### src/rtl/pipeline_hazard_ctrl_pkg.sv
// rtl/pipeline_hazard_ctrl_pkg.sv - shared types and constants for the hazard controller
package pipeline_hazard_ctrl_pkg;

    typedef enum logic [1:0] {
        FWD_RF = 2'b00,
        FWD_W  = 2'b01,
        FWD_M  = 2'b10
    } fwd_sel_t;

    typedef enum logic {
        IDLE     = 1'b0,
        MEM_WAIT = 1'b1
    } hz_state_t;

    localparam logic [3:0] REG_PC = 4'd15;

endpackage

### src/rtl/pipeline_hazard_ctrl_forward_unit.sv
// rtl/pipeline_hazard_ctrl_forward_unit.sv - operand bypass select for one Execute source register
module forward_unit
    import pipeline_hazard_ctrl_pkg::*;
(
    input  logic [3:0] ra,
    input  logic [3:0] wa_m,
    input  logic [3:0] wa_w,
    input  logic       regwrite_m,
    input  logic       regwrite_w,
    output fwd_sel_t   fwd
);

    // The PC is read directly from fetch, so a stale M/W copy must never bypass it
    always_comb begin
        fwd = FWD_RF;
        if (ra != REG_PC) begin
            if (regwrite_m && (ra == wa_m)) begin
                fwd = FWD_M;
            end else if (regwrite_w && (ra == wa_w)) begin
                fwd = FWD_W;
            end
        end
    end

endmodule

### src/rtl/pipeline_hazard_ctrl.sv
// rtl/pipeline_hazard_ctrl.sv - forwarding, stall/flush decode and memory-wait tracking
module pipeline_hazard_ctrl
    import pipeline_hazard_ctrl_pkg::*;
#(
    parameter int TIMEOUT_CYC = 16
) (
    input  logic        clk,
    input  logic        rst,
    input  logic [3:0]  RA1D,
    input  logic [3:0]  RA2D,
    input  logic [3:0]  RA1E,
    input  logic [3:0]  RA2E,
    input  logic [3:0]  WA3E,
    input  logic [3:0]  WA3M,
    input  logic [3:0]  WA3W,
    input  logic        MemtoRegE,
    input  logic        RegWriteM,
    input  logic        RegWriteW,
    input  logic        MemReqM,
    input  logic        mem_ready,
    input  logic        BranchTakenE,
    output logic [1:0]  ForwardAE,
    output logic [1:0]  ForwardBE,
    output logic        StallF,
    output logic        StallD,
    output logic        StallE,
    output logic        StallM,
    output logic        FlushD,
    output logic        FlushE,
    output logic        FlushW,
    output logic [15:0] stall_count,
    output logic        mem_timeout
);

    localparam logic [4:0] WAIT_LAST = 5'(TIMEOUT_CYC - 1);

    fwd_sel_t  fwd_a;
    fwd_sel_t  fwd_b;
    hz_state_t state;
    hz_state_t state_next;
    logic [4:0] wait_cnt;
    logic       memstall;
    logic       lduse;

    forward_unit u_fwd_a (
        .ra         (RA1E),
        .wa_m       (WA3M),
        .wa_w       (WA3W),
        .regwrite_m (RegWriteM),
        .regwrite_w (RegWriteW),
        .fwd        (fwd_a)
    );

    forward_unit u_fwd_b (
        .ra         (RA2E),
        .wa_m       (WA3M),
        .wa_w       (WA3W),
        .regwrite_m (RegWriteM),
        .regwrite_w (RegWriteW),
        .fwd        (fwd_b)
    );

    assign memstall = MemReqM & ~mem_ready;
    assign lduse    = MemtoRegE & ((WA3E == RA1D) | (WA3E == RA2D));

    assign ForwardAE = rst ? 2'b00 : fwd_a;
    assign ForwardBE = rst ? 2'b00 : fwd_b;

    // Memory wait freezes everything and drops the W result; branch flush beats load-use bubble
    always_comb begin
        StallF = 1'b0;
        StallD = 1'b0;
        StallE = 1'b0;
        StallM = 1'b0;
        FlushD = 1'b0;
        FlushE = 1'b0;
        FlushW = 1'b0;
        if (!rst) begin
            if (memstall) begin
                StallF = 1'b1;
                StallD = 1'b1;
                StallE = 1'b1;
                StallM = 1'b1;
                FlushW = 1'b1;
            end else if (BranchTakenE) begin
                FlushD = 1'b1;
                FlushE = 1'b1;
            end else if (lduse) begin
                StallF = 1'b1;
                StallD = 1'b1;
                FlushE = 1'b1;
            end
        end
    end

    always_ff @(posedge clk or posedge rst) begin
        if (rst) begin
            state <= IDLE;
        end else begin
            state <= state_next;
        end
    end

    always_comb begin
        state_next = state;
        case (state)
            IDLE:     if (memstall)  state_next = MEM_WAIT;
            MEM_WAIT: if (!memstall) state_next = IDLE;
            default:  state_next = IDLE;
        endcase
    end

    always_ff @(posedge clk or posedge rst) begin
        if (rst) begin
            wait_cnt    <= 5'd0;
            mem_timeout <= 1'b0;
            stall_count <= 16'd0;
        end else begin
            if (state == IDLE) begin
                wait_cnt <= 5'd0;
            end else if (wait_cnt != 5'd31) begin
                wait_cnt <= wait_cnt + 5'd1;
            end
            if ((state == MEM_WAIT) && memstall && (wait_cnt >= WAIT_LAST)) begin
                mem_timeout <= 1'b1;
            end
            if (StallF && (stall_count != 16'hFFFF)) begin
                stall_count <= stall_count + 16'd1;
            end
        end
    end

endmodule

### config.mk
export PLATFORM = sky130hd
export DESIGN_NAME = pipeline_hazard_ctrl
export DESIGN_NICKNAME = d
export VERILOG_FILES = /design/src/rtl/pipeline_hazard_ctrl_pkg.sv /design/src/rtl/pipeline_hazard_ctrl_forward_unit.sv /design/src/rtl/pipeline_hazard_ctrl.sv
export SDC_FILE = /design/constraint.sdc
export NUM_CORES = 1
export LEC_CHECK = 0
export ABC_AREA = 1
export BUFFER_PORTS_ARGS = -buffer_cell sky130_fd_sc_hd__buf_2
export CAP_MARGIN = 20
export CORE_UTILIZATION = 38
export DETAILED_ROUTE_END_ITERATION = 8
export PLACE_DENSITY_LB_ADDON = 0.25
export SLEW_MARGIN = 20
export SYNTH_ARGS = -nofsm -noshare
export SYNTH_HDL_FRONTEND = slang
export SYNTH_HIERARCHICAL = 1
export SYNTH_SLANG_ARGS = --single-unit
### constraint.sdc
create_clock -name clk -period 1.8 [get_ports clk]
set_input_delay 0.18 -clock clk [delete_from_list [all_inputs] [get_ports clk]]
set_output_delay 0.18 -clock clk [all_outputs]
set_load 0.03 [all_outputs]
---- Word level (Yosys, flattened, before mapping) ----
Index checks and enable logic that the tools add are counted.
storage, ports and cells
  register bits after elaboration ......... 23
  logic and storage cells ................. 51
  output and inout bits ................... 28
  bits of input ports ..................... 36
operators by class
  order comparisons ....................... 1
  bitwise logic cells ..................... 4
  muxes and demuxes ....................... 22
  reductions and logical operators ........ 7
  equal/unequal tests ..................... 11
  $add $sub $neg .......................... 2
operators with widths
  kind                     number
  $eq A4 B4 Y1             6
  $add A16 B1 Y16 const B  1
  $ne A16 B16 Y1 const B   1
  $mux W1                  14
  $mux W2                  6
  $mux W5                  2
  $ne A4 B4 Y1 const B     2
  $logic_and A1 B1 Y1      7
  $add A5 B1 Y5 const B    1
  $ge A5 B4 Y1 const B     1
  $ne A5 B5 Y1 const B     1
  $and A1 B1 Y1            2
  $ne A2 B1 Y1 const B     1
  $not A1 Y1               1
  $or A1 B1 Y1             1

---- Depth between registers and ports, before layout ----
  depth in word-level cells ............... 8
  depth in mapped cells ................... 12
  depth with buffers taken out ............ 11

---- Cells and area by module ----
The synthesis kept the hierarchy.
modules (own cells, without submodules)
  module                times used  area an instance (um2)  seq. area each (um2)  cells an instance
  pipeline_hazard_ctrl  1           1582.8                  575.6                 233
  forward_unit          2           202.7                   0.0                   46

---- Worst setup path after synthesis ----
OpenSTA, ideal clock, no wires.
  kind .................................... input to output
  start point ............................. input port rst
  end point ............................... output port StallF
  data required time ...................... 1.620 ns
  path buffers ............................ 3
  stages on the path ...................... 6
  data arrival time ....................... 1.627 ns
  path slack .............................. -0.007 ns
  cell sequence ........................... clkbuf_1 -> inv_1 -> nand2_1 -> nand2_1 -> buf_2 -> buf_4
on the way
  cells in the longest elaborated chain, start to end .. 1
RTL lines
  element      line                        text
  from (decl)  pipeline_hazard_ctrl.sv:8   input logic rst,
  $mux W1      --
  to (decl)    pipeline_hazard_ctrl.sv:24  output logic StallF,
Every way passes these cells.

---- Worst setup path after layout ----
  start point ............................. register stall_count[1]
  end point ............................... register stall_count[0]
on the way
  cells in the longest elaborated chain, start to end .. 2
RTL lines
  element                 line                         text
  from (decl)             pipeline_hazard_ctrl.sv:31   output logic [15:0] stall_count,
  from (signal assigned)  pipeline_hazard_ctrl.sv:128  stall_count <= stall_count + 16'd1;
  $ne A16 B16 Y1          pipeline_hazard_ctrl.sv:127  if (StallF && (stall_count != 16'hFFFF)) begin
  $logic_and A1 B1 Y1     pipeline_hazard_ctrl.sv:127
Every way passes these cells.
A chain may end at the register's enable or synchronous reset.

==> metrics.cfg <==
[synthesis]
ys_types=28
syn_inst=325
synth_fp_nets=365
synth_most_common_cell=nand2_1
avgSynthCellArea_um2=6.117
ys_seq_elements=23
yosys_warnings=6
ys_seq_area_frac=0.2895
ys_async_sr_fraction=1.000
synth_top_cell_by_area=dfrtp_1
synth_common_cells=nand2_1, inv_1, nand3_1, nor2_1, dfrtp_1
mappedNetlistArea_mm2=0.001988
yosys-top-cells-area=dfrtp_1, nand2_1, inv_1, nand3_1, nor2_1
synth_top_flop_cell=dfrtp_1
synth_top_area_share=0.2895
synth_edf_count=0

[timing]
rsz0062_at_grt=false
totalNegativeSetupSlack_ps=0
hold_viol=0
worst_pin_slew_ps=363.7
setup_viol=0
clock_skew_ps=1.798
relSlewSlack=0.7570
max_freq_mhz=607.2
min_period_ps=1647
finalCritPeriodShare=0.9150
fin_ws_ps=153.1
drv_slew=0

[floorplan]
die_area_mm2=0.005525
num_rows=25
start_util=0.4074
ios=64
core-area_mm2=0.004880
dieHeight_um=74.33
die-width_um=74.33

[status]
status=complete, no violations

[global_route]
grt_start_max_net_pins=24
grt_use_total=0.1621
grt.overflow.total=0
grt_first_pass_wirelength_um=7258
grt_pass1_vias=1813
antenna_found_initial=0

[run]
max_cap_violations=0

[detailed_routing]
first_pass_iters=4
totalWireLength_um=4354
drtIter0Drc=93
route.detailed.drc=0
wl_per_cell_um=9.527
vias_per_cell=4.442
ant_nets=0
vias=2030

[layout]
syn2layout_area_growth_pct=22.78
final_core_util=0.5003
fillerInstances=525
multiInputGateArea_mm2=0.001135
diodes=0
final_cells=457
drive_gt1_frac=0.2564
fin_nets=431
regArea_um2=575.6

[place]
placedCellCount=453
place_congestion=0.7998
port_buffers=63
dp_slack_ps=135.5
place_hpwl_um=3500

[critical_path]
critical_path_class=reg -> reg
end_kind=flop
worst_setup_path_start_kind=flop
cp_max_fo=11
reg2reg_depth=7
cp.required_ps=1960
arrival_ps=1810

[clocking]
insertion_delay_ps=260
clockBufferDepth=2
postCtsSetupBuffers=0
cts.sinks=23
cts_tree=done
path_clk_slew_ps=90
cts-buffers-inserted=3
htree_levels=1
root_buffer=clkbuf_8

[min_path]
hp-class=in -> async

[pwr]
powerDensity_mw_per_mm2=559.8
ir_drop_uv=380.7
p_leak_nw=1.480

[critical path, stage by stage (launching register included)]
cell	delay, ps
dfrtp_1	420
ha_2	240
nand2_1	90
nor2_4	200
nand4_4	230
buf_4	230
nand3_1	80
nand2_1	50
[stage by stage]
stage               total power, W  area [µm²]  hold WS (ps)
floorplan                0.0009005        1992         288.9
global placement          0.001038        2387         357.6
detailed placement        0.001043        2387         360.4
CTS                       0.001373        2434         74.52
global route              0.001469        2441         98.75
finish                    0.001366        2441         57.25
[logic make-up (layout without fill, tap and decap cells)]
family	Yosys count	count (layout)	share of synthesized area
AO/OA/AOI/OAI	11	11	0.04280
XOR/XNOR	11	11	0.04846
adder cells (fa/ha/maj)	4	4	0.02517
buffers and inverters	70	135	0.1435
flip-flops	23	23	0.2895
AND/OR/NAND/NOR	206	206	0.4506
[metal layers]
layer  up-vias  GRT usage  wire length, µm  part of all wire
li1       1104          -                -                 -
met1       880     0.2242             2177              0.50
met2        42     0.2747             2022              0.46
met5         -          0                0                 0
met4         0    0.04193               31            0.0071
met3         4    0.01084              122             0.028
[worst paths after layout]
kind,startpoint,to,slack (ps)
worst max-delay path,stall_count[1],stall_count[0],150
worst min-delay path,rst,state,60
worst max register to register,stall_count[1],stall_count[0],150
worst min register to register,mem_timeout,mem_timeout,480
max in group asynchronous,rst,stall_count[0],1510
min in group clk,mem_ready,state,220
[power breakdown]
part | internal [W] | switching, W | total [W]
Sequential | 0.000554 | 0.0000617 | 0.000616
Combinational | 0.000150 | 0.000271 | 0.000422
Clock | 0.000155 | 0.000174 | 0.000329
Total | 0.000859 | 0.000507 | 0.00137
[sequential cells by signal, summed over array words and instances, names as in the netlist]
signal,count
wait_cnt,5
state,1
mem_timeout,1
stall_count,16
[what timing repair did]
item | in CTS | in global routing
endpoints found under the setup margin | 0 | 14
resized for setup | 0 | 2
hold buffers | 0 | 0
[cells in the final DEF (no fill, tap or decap), types with 5 or more instances in the layout]
cell type  count
nand2_1      124
buf_2         63
inv_1         53
nor2_1        32
nand3_1       32
dfrtp_1       23
inv_2          7
buf_4          7
xnor2_1        6
nor3_1         5
xor2_1         5
[final cells by class]
cell class                      instances  area share
Clock inverter                          1    0.002050
Multi-Input combinational cell        232      0.4649
Sequential cell                        23      0.2358
Clock buffer                            3     0.01691
Timing Repair Buffer                   70      0.1507
Inverter                               61     0.09534
Tap cell                               67     0.03434
Note: power is estimated with default switching activity, not from simulation.
